--- config.mk ---
export PLATFORM = sky130hd
export DESIGN_NAME = mem_arbiter
export DESIGN_NICKNAME = d
export VERILOG_FILES = /design/src/rtl/mem_arbiter.sv
export SDC_FILE = /design/constraint.sdc
export NUM_CORES = 1
export LEC_CHECK = 0
export BUFFER_PORTS_ARGS = -buffer_cell sky130_fd_sc_hd__buf_4
export CAP_MARGIN = 20
export CELL_PAD_IN_SITES_DETAIL_PLACEMENT = 1
export CELL_PAD_IN_SITES_GLOBAL_PLACEMENT = 2
export CORE_ASPECT_RATIO = 1.2
export CORE_MARGIN = 3
export CORE_UTILIZATION = 28
export CTS_CLUSTER_DIAMETER = 50
export DETAILED_ROUTE_END_ITERATION = 7
export PLACE_DENSITY_LB_ADDON = 0.1
export REMOVE_ABC_BUFFERS = 1
export SLEW_MARGIN = 25
export SYNTH_ARGS = -nofsm -noshare
export SYNTH_HDL_FRONTEND = slang
export SYNTH_SLANG_ARGS = --single-unit
export TNS_END_PERCENT = 20
--- constraint.sdc ---
create_clock -name clk -period 3.65 [get_ports clk]
set_clock_uncertainty 0.1 [all_clocks]
set_input_delay 0.73 -clock clk [delete_from_list [all_inputs] [get_ports clk]]
set_output_delay 0.73 -clock clk [all_outputs]
set_load 0.005 [all_outputs]
--- src/rtl/mem_arbiter.sv ---
`timescale 1ns/1ps
// mem_arbiter: round-robin arbiter giving NUM_REQ requesters one-at-a-time access to a single-port memory.
// Define ARB_TIMEOUT_EN to add a WAIT_RESP watchdog that answers with resp_err_o after TIMEOUT_CYCLES.
module mem_arbiter #(
    parameter int NUM_REQ        = 2,
    parameter int ADDR_W         = 32,
    parameter int DATA_W         = 32,
    parameter int TIMEOUT_CYCLES = 64
) (
    input  logic                      clk,
    input  logic                      rst,
    input  logic [NUM_REQ-1:0]        req_valid_i,
    output logic [NUM_REQ-1:0]        req_ready_o,
    input  logic [NUM_REQ*ADDR_W-1:0] req_addr_i,
    output logic [NUM_REQ-1:0]        resp_valid_o,
    input  logic [NUM_REQ-1:0]        resp_ready_i,
    output logic [DATA_W-1:0]         resp_data_o,
    output logic                      resp_err_o,
    output logic                      mem_req_valid_o,
    input  logic                      mem_req_ready_i,
    output logic [ADDR_W-1:0]         mem_addr_o,
    input  logic                      mem_resp_valid_i,
    output logic                      mem_resp_ready_o,
    input  logic [DATA_W-1:0]         mem_data_i
);

    localparam int IDX_W = $clog2(NUM_REQ);

    typedef enum logic [1:0] {
        IDLE,
        ISSUE,
        WAIT_RESP,
        RESPOND
    } state_e;

    state_e            state_q, state_d;
    logic [IDX_W-1:0]  last_grant_q, last_grant_d;
    logic [IDX_W-1:0]  grant_q, grant_d;
    logic [ADDR_W-1:0] addr_q, addr_d;
    logic [DATA_W-1:0] data_q, data_d;
    logic [IDX_W-1:0]  winner;
    logic              any_valid;

`ifdef ARB_TIMEOUT_EN
    localparam int CNT_W = $clog2(TIMEOUT_CYCLES);

    logic [CNT_W-1:0] cnt_q, cnt_d;
    logic             err_q, err_d;
`endif

    // Search starts just after the last served requester, so a requester that
    // keeps valid high loses to any other pending requester.
    always_comb begin
        winner    = last_grant_q;
        any_valid = 1'b0;
        for (int i = 1; i <= NUM_REQ; i++) begin
            if (!any_valid && req_valid_i[(int'(last_grant_q) + i) % NUM_REQ]) begin
                any_valid = 1'b1;
                winner    = IDX_W'((int'(last_grant_q) + i) % NUM_REQ);
            end
        end
    end

    // NOTE: every next-state value and output gets a default first, so no path
    // through the case statement leaves one unassigned and no latch is inferred.
    always_comb begin
        state_d          = state_q;
        last_grant_d     = last_grant_q;
        grant_d          = grant_q;
        addr_d           = addr_q;
        data_d           = data_q;
`ifdef ARB_TIMEOUT_EN
        cnt_d            = cnt_q;
        err_d            = err_q;
`endif
        req_ready_o      = '0;
        resp_valid_o     = '0;
        mem_req_valid_o  = 1'b0;
        mem_resp_ready_o = 1'b0;

        unique case (state_q)
            IDLE: begin
                if (any_valid) begin
                    req_ready_o[winner] = 1'b1;
                    grant_d             = winner;
                    addr_d              = req_addr_i[int'(winner)*ADDR_W +: ADDR_W];
                    state_d             = ISSUE;
                end
            end
            ISSUE: begin
                mem_req_valid_o = 1'b1;
                if (mem_req_ready_i) begin
                    state_d = WAIT_RESP;
`ifdef ARB_TIMEOUT_EN
                    cnt_d   = '0;
`endif
                end
            end
            WAIT_RESP: begin
                mem_resp_ready_o = 1'b1;
                if (mem_resp_valid_i) begin
                    data_d  = mem_data_i;
                    state_d = RESPOND;
`ifdef ARB_TIMEOUT_EN
                    err_d   = 1'b0;
                end else if (cnt_q == CNT_W'(TIMEOUT_CYCLES - 1)) begin
                    data_d  = '0;
                    err_d   = 1'b1;
                    state_d = RESPOND;
                end else begin
                    cnt_d   = cnt_q + 1'b1;
`endif
                end
            end
            RESPOND: begin
                resp_valid_o[grant_q] = 1'b1;
                if (resp_ready_i[grant_q]) begin
                    last_grant_d = grant_q;
                    state_d      = IDLE;
                end
            end
            default: state_d = IDLE;
        endcase
    end

    // NOTE: sequential state uses non-blocking (<=) so every flop samples the
    // pre-edge values regardless of statement order.
    always_ff @(posedge clk or negedge rst) begin
        if (!rst) begin
            state_q      <= IDLE;
            last_grant_q <= IDX_W'(NUM_REQ - 1);
            grant_q      <= '0;
            addr_q       <= '0;
            data_q       <= '0;
`ifdef ARB_TIMEOUT_EN
            cnt_q        <= '0;
            err_q        <= 1'b0;
`endif
        end else begin
            state_q      <= state_d;
            last_grant_q <= last_grant_d;
            grant_q      <= grant_d;
            addr_q       <= addr_d;
            data_q       <= data_d;
`ifdef ARB_TIMEOUT_EN
            cnt_q        <= cnt_d;
            err_q        <= err_d;
`endif
        end
    end

    assign mem_addr_o  = addr_q;
    assign resp_data_o = data_q;

`ifdef ARB_TIMEOUT_EN
    assign resp_err_o = err_q && (state_q == RESPOND);
`else
    assign resp_err_o = 1'b0;
`endif

endmodule

==> results of run 1 <==
[logic make-up after synthesis]
group | Yosys count | share of synthesized area
and+or+nand+nor | 43 | 0.0907
AOI/OAI and AO/OA | 39 | 0.132
muxes | 35 | 0.137
buffers and inverters | 17 | 0.0260
DFF | 68 | 0.591
adders and majority gates | 5 | 0.0217
other | 1 | 0.00130
[metal layers]
metal | wire, um | global-route usage
met1 | 3550 | 0.187
met2 | 4360 | 0.249
met3 | 956 | 0.0664
met4 | 193 | 0.0665
met5 | 0 | 0
[worst min path at each step]
stage / start / end / slack, ps
final: resp_data_o[6] / resp_data_o[6] / 400
after global routing: resp_data_o[24] / resp_data_o[24] / 420
after CTS: resp_data_o[13] / resp_data_o[13] / 410
after detailed placement: resp_data_o[13] / resp_data_o[13] / 400
after global placement: resp_data_o[23] / resp_data_o[23] / 390
after floorplan: rst / grant_q / 330
[power by group through the flow]
| stage | Clock, mW | Combinational [mW] | Sequential [mW] |
|---|---|---|---|
| after floorplan | 0 | 0.734 | 1.35 |
| after global placement | 0 | 1.63 | 1.33 |
| after detailed placement | 0 | 1.68 | 1.34 |
| after CTS | 0.830 | 1.68 | 1.34 |
| after global routing | 0.855 | 1.80 | 1.38 |
| final | 0.804 | 1.64 | 1.33 |
[final cells by class]
cell class              count  share of cell area
flip-flops and latches     68               0.371
repair buffers            177               0.290
multi-input cells         123               0.242
clock buffers              12              0.0581
well taps                 123              0.0335
inverters                   4             0.00327
clock inverters             2             0.00218
[state kept, by name, indices dropped and copies added, names as in the netlist]
signal / flops
state_q: 2
mem_addr_o: 32
grant_q: 1
last_grant_q: 1
resp_data_o: 32
[Yosys cell counts]
library cell   n  area (um2)
and2_2         1        7.51
nor3b_1        1        7.51
a21oi_1        4        20.0
a221o_1       32         320
nand2_1        4        15.0
dfrtp_1       67        1680
a21oi_2        1        8.76
nor2_1         2        7.51
conb_1         1        3.75
and2b_2        2        17.5
mux2i_1        2        20.0
inv_1          4        15.0
a2111oi_4      1        27.5
nor2b_1        1        6.26
buf_2          6        30.0
mux2_2        32         360
buf_4          1        7.51
mux2_4         1        15.0
o21ai_1        1        5.00
and2_0        32         200
ha_1           5        62.6
clkbuf_1       6        22.5
dfstp_2        1        26.3
[per-stage QoR]
step | std cells | area, um2 | hold WS [ps] | total power, mW | utilization
final | 509 | 4590 | 403 | 3.77 | 0.470
after global routing | 509 | 4590 | 422 | 4.04 | 0.470
after CTS | 509 | 4590 | 410 | 3.85 | 0.470
after detailed placement | 495 | 4310 | 398 | 3.02 | 0.442
after global placement | 495 | 4310 | 388 | 2.96 | 0.442
after floorplan | 195 | 2820 | 334 | 2.08 | -
==> results.yml, run 1 <==
power_and_ir_drop:
  p_leak_nw: 2.26
  p_comb_frac: 0.434
  seq_power_share: 0.353
  netSwitchingPower_mw: 1.13
  clkPwrFrac: 0.213
  swShare: 0.299
  powerDensity_mw_per_mm2: 822
  vdd_drop_max_mv: 0.245
  internal_power_mw: 2.64
routing:
  drtPass1Iterations: 4
  drt-vias-per-instance: 4.71
  vias: 2395
  avgRoutedWirePerCell_um: 17.8
  finalWirelength_mm: 9.06
  drt_iter0_drc: 64
  drtAntennaViolNets: 0
  drc: 0
grt:
  grt_use_total: 0.157
  grt-ovfl-total: 0
  antenna_found_initial: 0
  grt_max_degree: 69
  grt_pass1_wl_mm: 13.9
  grt_pass1_vias: 2658
timing:
  slew_violations: 0
  fin_crit_ps: 2370
  fin_ws_ps: 1280
  tightest_slew_ps: 862
  rsz0062_at_grt: "no"
  post-route-period-util: 0.648
  setup_tns_ps: 0
  slew_headroom: 0.425
  setup_viol: 0
  final_hold_viol_count: 0
  fmax_mhz: 423
critical_path:
  cp.buffers_inverters: 2
  rr_worst_depth: 5
  cp.required_ps: 2820
  r2r_slack_ps: 1740
  path_cells: "inv_1 > ha_1 > nand2_1 > a21oi_2 > buf_4"
  crit_end: "req_ready_o[0]"
  r2r-end: "state_q[1]"
  cp.depth: 5
  r2r_start: "state_q[0]"
  path_max_fanout: 4
  slowest_delay_ps: 400
  worst_path_max_delay_cell: "dfrtp_1"
  end_kind: "output port"
  cp_data_arrival_time_ps: 1540
  startpoint_type: "flop"
  path_delay_family: "flip-flops"
  worstSetupStartpoint: "state_q[0]"
  crit_type: "reg -> out"
synth:
  synth.distinct_cells: 23
  yosysWarningCount: 0
  synthCells: 208
  syn_avg_cell_area_um2: 13.9
  ys_ff_latch: 68
  seq_area_frac_synth: 0.591
  syn_area_mm2: 0.00288
cells_and_area:
  mostFrequentLayoutCells: "buf_4, dfrtp_1, mux2_2, and2_0, a221o_1"
  antenna_cells: 0
  multi_input_area_mm2: 0.00111
  drive_gt1_frac: 0.601
  nNetsFinal: 492
  register_area_mm2: 0.00170
  n_fill_cell: 1073
  areaGrowthSynthToFinish_pct: 59.2
  layout_commonest_cell: "buf_4"
placed_design:
  dp_hpwl_mm: 6.69
  placement.io_buffers: 173
  post-place-ws_ps: 1540
  routabilityCongestion: 0.732
clocking:
  cts_buffer_depth: 2
  ctsResizeCount: 0
  cts_setup_buffers: 0
  cts_tree: "yes"
  cts-root-buf: "clkbuf_16"
  clkTransAtPathRegs_ps: 50
  cts_made_buffers: 9
  clkSinkCount: 68
  clock_latency_ps: 320
  hold_buffers: 0
  htree_levels: 3
status:
  outcome: "completed"
floorplanning:
  design.die.area_mm2: 0.0116
  rows: 39
  io_pins: 175
  die_height_um: 117
  die_w_um: 98.6
  initial_core_util: 0.295
  core_area_mm2: 0.00976
flow_run:
  drv_cap: 0
hold_path:
  holdPathStages: 1
  worstHoldPathType: "reg -> reg"
Power figures use the tool's default switching activity.
==> run 2: changes to the inputs <==
--- a/config.mk
+++ b/config.mk
@@ -11,7 +11,7 @@
 export CELL_PAD_IN_SITES_GLOBAL_PLACEMENT = 2
 export CORE_ASPECT_RATIO = 1.2
 export CORE_MARGIN = 3
-export CORE_UTILIZATION = 28
+export CORE_UTILIZATION = 26
 export CTS_CLUSTER_DIAMETER = 50
 export DETAILED_ROUTE_END_ITERATION = 7
 export PLACE_DENSITY_LB_ADDON = 0.1
==> constraint.sdc (replaced) <==
create_clock -name clk -period 2.2 [get_ports clk]
set_clock_uncertainty 0.1 [all_clocks]
set_input_delay 0.44 -clock clk [delete_from_list [all_inputs] [get_ports clk]]
set_output_delay 0.44 -clock clk [all_outputs]
set_load 0.005 [all_outputs]
==> run 2 against run 1 <==
Against the previous run:
- register-to-register slack got worse by 1400 ps
- sequential share of layout area down 1.2 points
- sequential power rose by 67%
- critical endpoint is now req_ready_o[1]
- clock power rose by 110%
- die area is 7.3% higher
==> results.yml, run 2 (synthesis results as in run 1) <==
flow_run:
  drv_cap: 0
timing:
  fmax_mhz: 485
  setup_viol: 0
  post-route-period-util: 0.938
  slew_violations: 0
  fin_crit_ps: 2060
  rsz0062_at_grt: "no"
  final_hold_viol_count: 0
critical_path:
  r2r-end: "state_q[1]"
  end_kind: "output port"
  cp_data_arrival_time_ps: 1520
  cp.required_ps: 1660
  cp.buffers_inverters: 2
  path_cells: "inv_1 > ha_2 > nand2_1 > a21oi_4 > buf_4"
  startpoint_type: "flop"
  worst_path_max_delay_cell: "dfrtp_1"
  path_delay_family: "flip-flops"
  r2r_slack_ps: 300
  crit_type: "reg -> out"
  slowest_delay_ps: 400
  rr_worst_depth: 5
  r2r_start: "state_q[0]"
  path_max_fanout: 4
power_and_ir_drop:
  powerDensity_mw_per_mm2: 1400
  seq_power_share: 0.335
  netSwitchingPower_mw: 1.92
  p_comb_frac: 0.413
  p_leak_nw: 2.32
  clkPwrFrac: 0.252
  internal_power_mw: 4.72
  swShare: 0.289
  vdd_drop_max_mv: 0.480
hold_path:
  worstHoldPathType: "in -> reg"
  holdPathStages: 2
  hp-start: "req_addr_i[39]"
  min_to: "mem_addr_o[7]"
cells_and_area:
  utilization: 0.445
  layout_commonest_cell: "buf_4"
  nNetsFinal: 496
  areaGrowthSynthToFinish_pct: 64.6
  n_fill_cell: 1181
  mostFrequentLayoutCells: "buf_4, dfrtp_1, mux2_2, and2_0, a221o_1"
  drive_gt1_frac: 0.607
  antenna_cells: 0
  design_area_mm2: 0.00475
clocking:
  cts_buffer_depth: 2
  clock_latency_ps: 320
  cts_setup_buffers: 0
  clkSinkCount: 68
  htree_levels: 3
  clkTransAtPathRegs_ps: 60
  cts-root-buf: "clkbuf_16"
  cts_tree: "yes"
  cts_made_buffers: 9
routing:
  avgRoutedWirePerCell_um: 17.3
  drc: 0
  finalWirelength_mm: 9.01
  drtAntennaViolNets: 0
  vias: 2453
  drt_iter0_drc: 49
  drtPass1Iterations: 4
  drt-vias-per-instance: 4.71
grt:
  grt_pass1_vias: 2613
  grt_pass1_wl_mm: 13.6
  grt_max_degree: 40
  antenna_found_initial: 0
  grt-ovfl-total: 0
  grt_use_total: 0.142
floorplanning:
  design.die.area_mm2: 0.0124
  die_height_um: 121
  rows: 41
  io_pins: 175
  die_w_um: 102
  core_area_mm2: 0.0107
  initial_core_util: 0.270
placed_design:
  place_area_mm2: 0.00437
  placement.io_buffers: 173
  dp_hpwl_mm: 6.69
  routabilityCongestion: 0.698
status:
  outcome: "completed"
-- run 2: worst register-to-register path: stages, from the launching register on --
cell and delay (ps):
dfrtp_1 380, inv_1 100, ha_1 250, and2b_2 220
a2111oi_4 400, mux2_4 330
-- run 2: through the flow --
stage | power [mW] | cells | TNS [ps] | hold WS (ps) | setup slack (ps)
4_1_cts | 6.76 | 521 | 0 | 226 | 17.4
6_report | 6.64 | 521 | 0 | 239 | 136
3_5_place_dp | 5.03 | 504 | 0 | 308 | 301
5_1_grt | 7.10 | 521 | 0 | 230 | 0.477
2_1_floorplan | 3.45 | 195 | -8640 | 44.4 | -326
3_3_place_gp | 4.96 | 504 | 0 | 313 | 387
-- run 2: worst max path at each step --
stage,from,endpoint,slack (ps),cells after the start
floorplan,state_q[0],req_ready_o[1],-330,4
global placement,state_q[0],state_q[1],390,5
detailed placement,state_q[0],state_q[1],300,5
CTS,state_q[0],req_ready_o[1],20,5
global route,state_q[0],req_ready_o[0],0.5,5
finish,state_q[0],req_ready_o[1],140,5
-- run 2: final cells by class --
cell class	instances	area (um2)	area share
Tap cell	129	161	0.0340
Clock buffer	10	239	0.0504
Timing Repair Buffer	181	1390	0.292
Clock inverter	6	111	0.0235
Sequential cell	68	1700	0.359
Multi-Input combinational cell	123	1130	0.238
Inverter	4	15.0	0.00316
-- run 2: timing repair --
item,4_1_cts,5_1_grt
hold endpoints to repair,28,0
gates resized for setup,0,3
setup endpoints to repair,0,2
hold buffers,1,0
-- run 2: routing by layer --
metal	track usage	part of all wire	vias to the layer above	wire, um
li1	-	-	1114	-
met1	0.176	0.40	1216	3590
met2	0.226	0.49	119	4410
met3	0.0610	0.11	4	950
met4	0.0394	0.0060	0	54
met5	0	0	-	0
-- run 2: power by group through the flow --
stage          Combinational, mW  Clock (mW)  Sequential (mW)
2_1_floorplan               1.22           0             2.24
3_3_place_gp                2.74           0             2.21
3_5_place_dp                2.79           0             2.23
4_1_cts                     2.80        1.73             2.23
5_1_grt                     3.00        1.80             2.30
6_report                    2.74        1.67             2.22
==> run 3: changes to the inputs <==
==> constraint.sdc (replaced) <==
create_clock -name clk -period 2.2 [get_ports clk]
set_clock_uncertainty 0.1 [all_clocks]
set_input_delay 0.44 -clock clk [delete_from_list [all_inputs] [get_ports clk]]
set_output_delay 0.44 -clock clk [all_outputs]
set_load 0.1 [all_outputs]
==> run 3 against run 2 <==
Against the previous run:
- sequential share of layout area down 0.14 points
- routed wire length up 1.8%
- count of clock-buffer cells in the layout up 2
- critical path depth unchanged
- core utilization up 0.18 points
- critical path type unchanged
- largest cell class unchanged
==> results.yml, run 3 (synthesis results as in run 1) <==
grt:
  grt_use_total: 0.150
  grt_pass1_vias: 2701
  antenna_found_initial: 0
  grt_max_degree: 34
  grt-ovfl-total: 0
  grt_pass1_wl_mm: 14.0
clocking:
  clock_latency_ps: 330
  htree_levels: 3
  cts_made_buffers: 9
  cts_setup_buffers: 0
  cts_tree: "yes"
  clkTransAtPathRegs_ps: 60
  cts_buffer_depth: 2
  clkSinkCount: 68
  cts-root-buf: "clkbuf_16"
routing:
  drt-vias-per-instance: 4.68
  drc: 0
  drt_iter0_drc: 41
  drtAntennaViolNets: 0
  drtPass1Iterations: 4
  finalWirelength_mm: 9.16
  vias: 2435
  avgRoutedWirePerCell_um: 17.6
critical_path:
  cp.required_ps: 1660
  r2r_slack_ps: 330
  slowest_delay_ps: 400
  cp.buffers_inverters: 2
  startpoint_type: "flop"
  worst_path_max_delay_cell: "dfrtp_1"
  end_kind: "output port"
  r2r_start: "state_q[0]"
  path_max_fanout: 4
  r2r-end: "state_q[1]"
  crit_type: "reg -> out"
  cp_data_arrival_time_ps: 1540
  rr_worst_depth: 5
  path_cells: "inv_1 > ha_2 > nand2_1 > a21oi_4 > buf_12"
  path_delay_family: "flip-flops"
floorplanning:
  io_pins: 175
  rows: 41
  design.die.area_mm2: 0.0124
  initial_core_util: 0.270
  die_height_um: 121
  die_w_um: 102
  core_area_mm2: 0.0107
cells_and_area:
  utilization: 0.447
  areaGrowthSynthToFinish_pct: 65.3
  design_area_mm2: 0.00476
  n_fill_cell: 1175
  nNetsFinal: 495
  mostFrequentLayoutCells: "buf_4, dfrtp_1, mux2_2, and2_0, a221o_1"
  antenna_cells: 0
  layout_commonest_cell: "buf_4"
  drive_gt1_frac: 0.606
flow_run:
  drv_cap: 0
status:
  outcome: "completed"
timing:
  slew_violations: 0
  fmax_mhz: 481
  whs_ps: 236
  fin_ws_ps: 122
  fin_crit_ps: 2080
  post-route-period-util: 0.944
  setup_viol: 0
  rsz0062_at_grt: "no"
  final_hold_viol_count: 0
hold_path:
  min_to: "mem_addr_o[7]"
  holdPathStages: 2
  hp-start: "req_addr_i[39]"
  worstHoldPathType: "in -> reg"
placed_design:
  post-place-ws_ps: 310
  dp_hpwl_mm: 6.79
  place_area_mm2: 0.00436
  routabilityCongestion: 0.722
  placement.io_buffers: 173
==> run 3: cell count changes in the layout (fill, tap and decap cells not counted) <==
cell and delta:
buf_4 -3, buf_12 +2, clkbuf_1 +1, clkbuf_8 +1, clkinv_4 -1, clkinvlp_4 -1
inv_1 -1, inv_2 +1
==> run 3: cell type report <==
type	count	area [um2]	area share
clock buffers	12	256	0.0538
well taps	129	161	0.0339
clock inverters	4	95.1	0.0200
flip-flops and latches	68	1700	0.357
repair buffers	180	1400	0.295
multi-input cells	123	1130	0.237
inverters	4	15.0	0.00315
==> run 3: worst register-to-register path: stages, from the launching register on <==
cell and delay [ps]:
dfrtp_1 380, inv_2 70, ha_1 240, and2b_2 230, a2111oi_4 390, mux2_4 340
==> run 3: what timing repair did <==
| item | CTS | global route |
|---|---|---|
| endpoints found under the setup margin | 2 | 2 |
| resized for setup | 4 | 6 |
| hold buffers | 1 | 0 |
| hold endpoints to repair | 27 | 0 |
==> run 3: metrics by stage <==
stage / cells / TNS (ps)
5_1_grt: 520 / 0
2_1_floorplan: 195 / -80170
6_report: 520 / 0
4_1_cts: 520 / 0
3_5_place_dp: 503 / 0
3_3_place_gp: 503 / 0
==> run 3: worst max-delay path by stage <==
stage	from	endpoint	depth (start not counted)
2_1_floorplan	state_q[0]	mem_addr_o[0]	5
3_3_place_gp	state_q[0]	req_ready_o[1]	5
3_5_place_dp	state_q[0]	state_q[1]	5
4_1_cts	state_q[0]	req_ready_o[1]	5
5_1_grt	state_q[1]	req_ready_o[1]	5
6_report	state_q[1]	req_ready_o[1]	5
==> run 3: metal layers <==
metal	GRT usage	part of all wire	wire length (um)	up-vias
met3	0.0610	0.10	929	12
met1	0.160	0.37	3420	1192
met2	0.256	0.51	4660	119
li1	-	-	-	1112
met4	0.0664	0.017	153	0
met5	0	0	0	-
Power of run 3 is not shown: default switching activity piles up to over one toggle a cycle in this logic, so the estimate is an artifact.
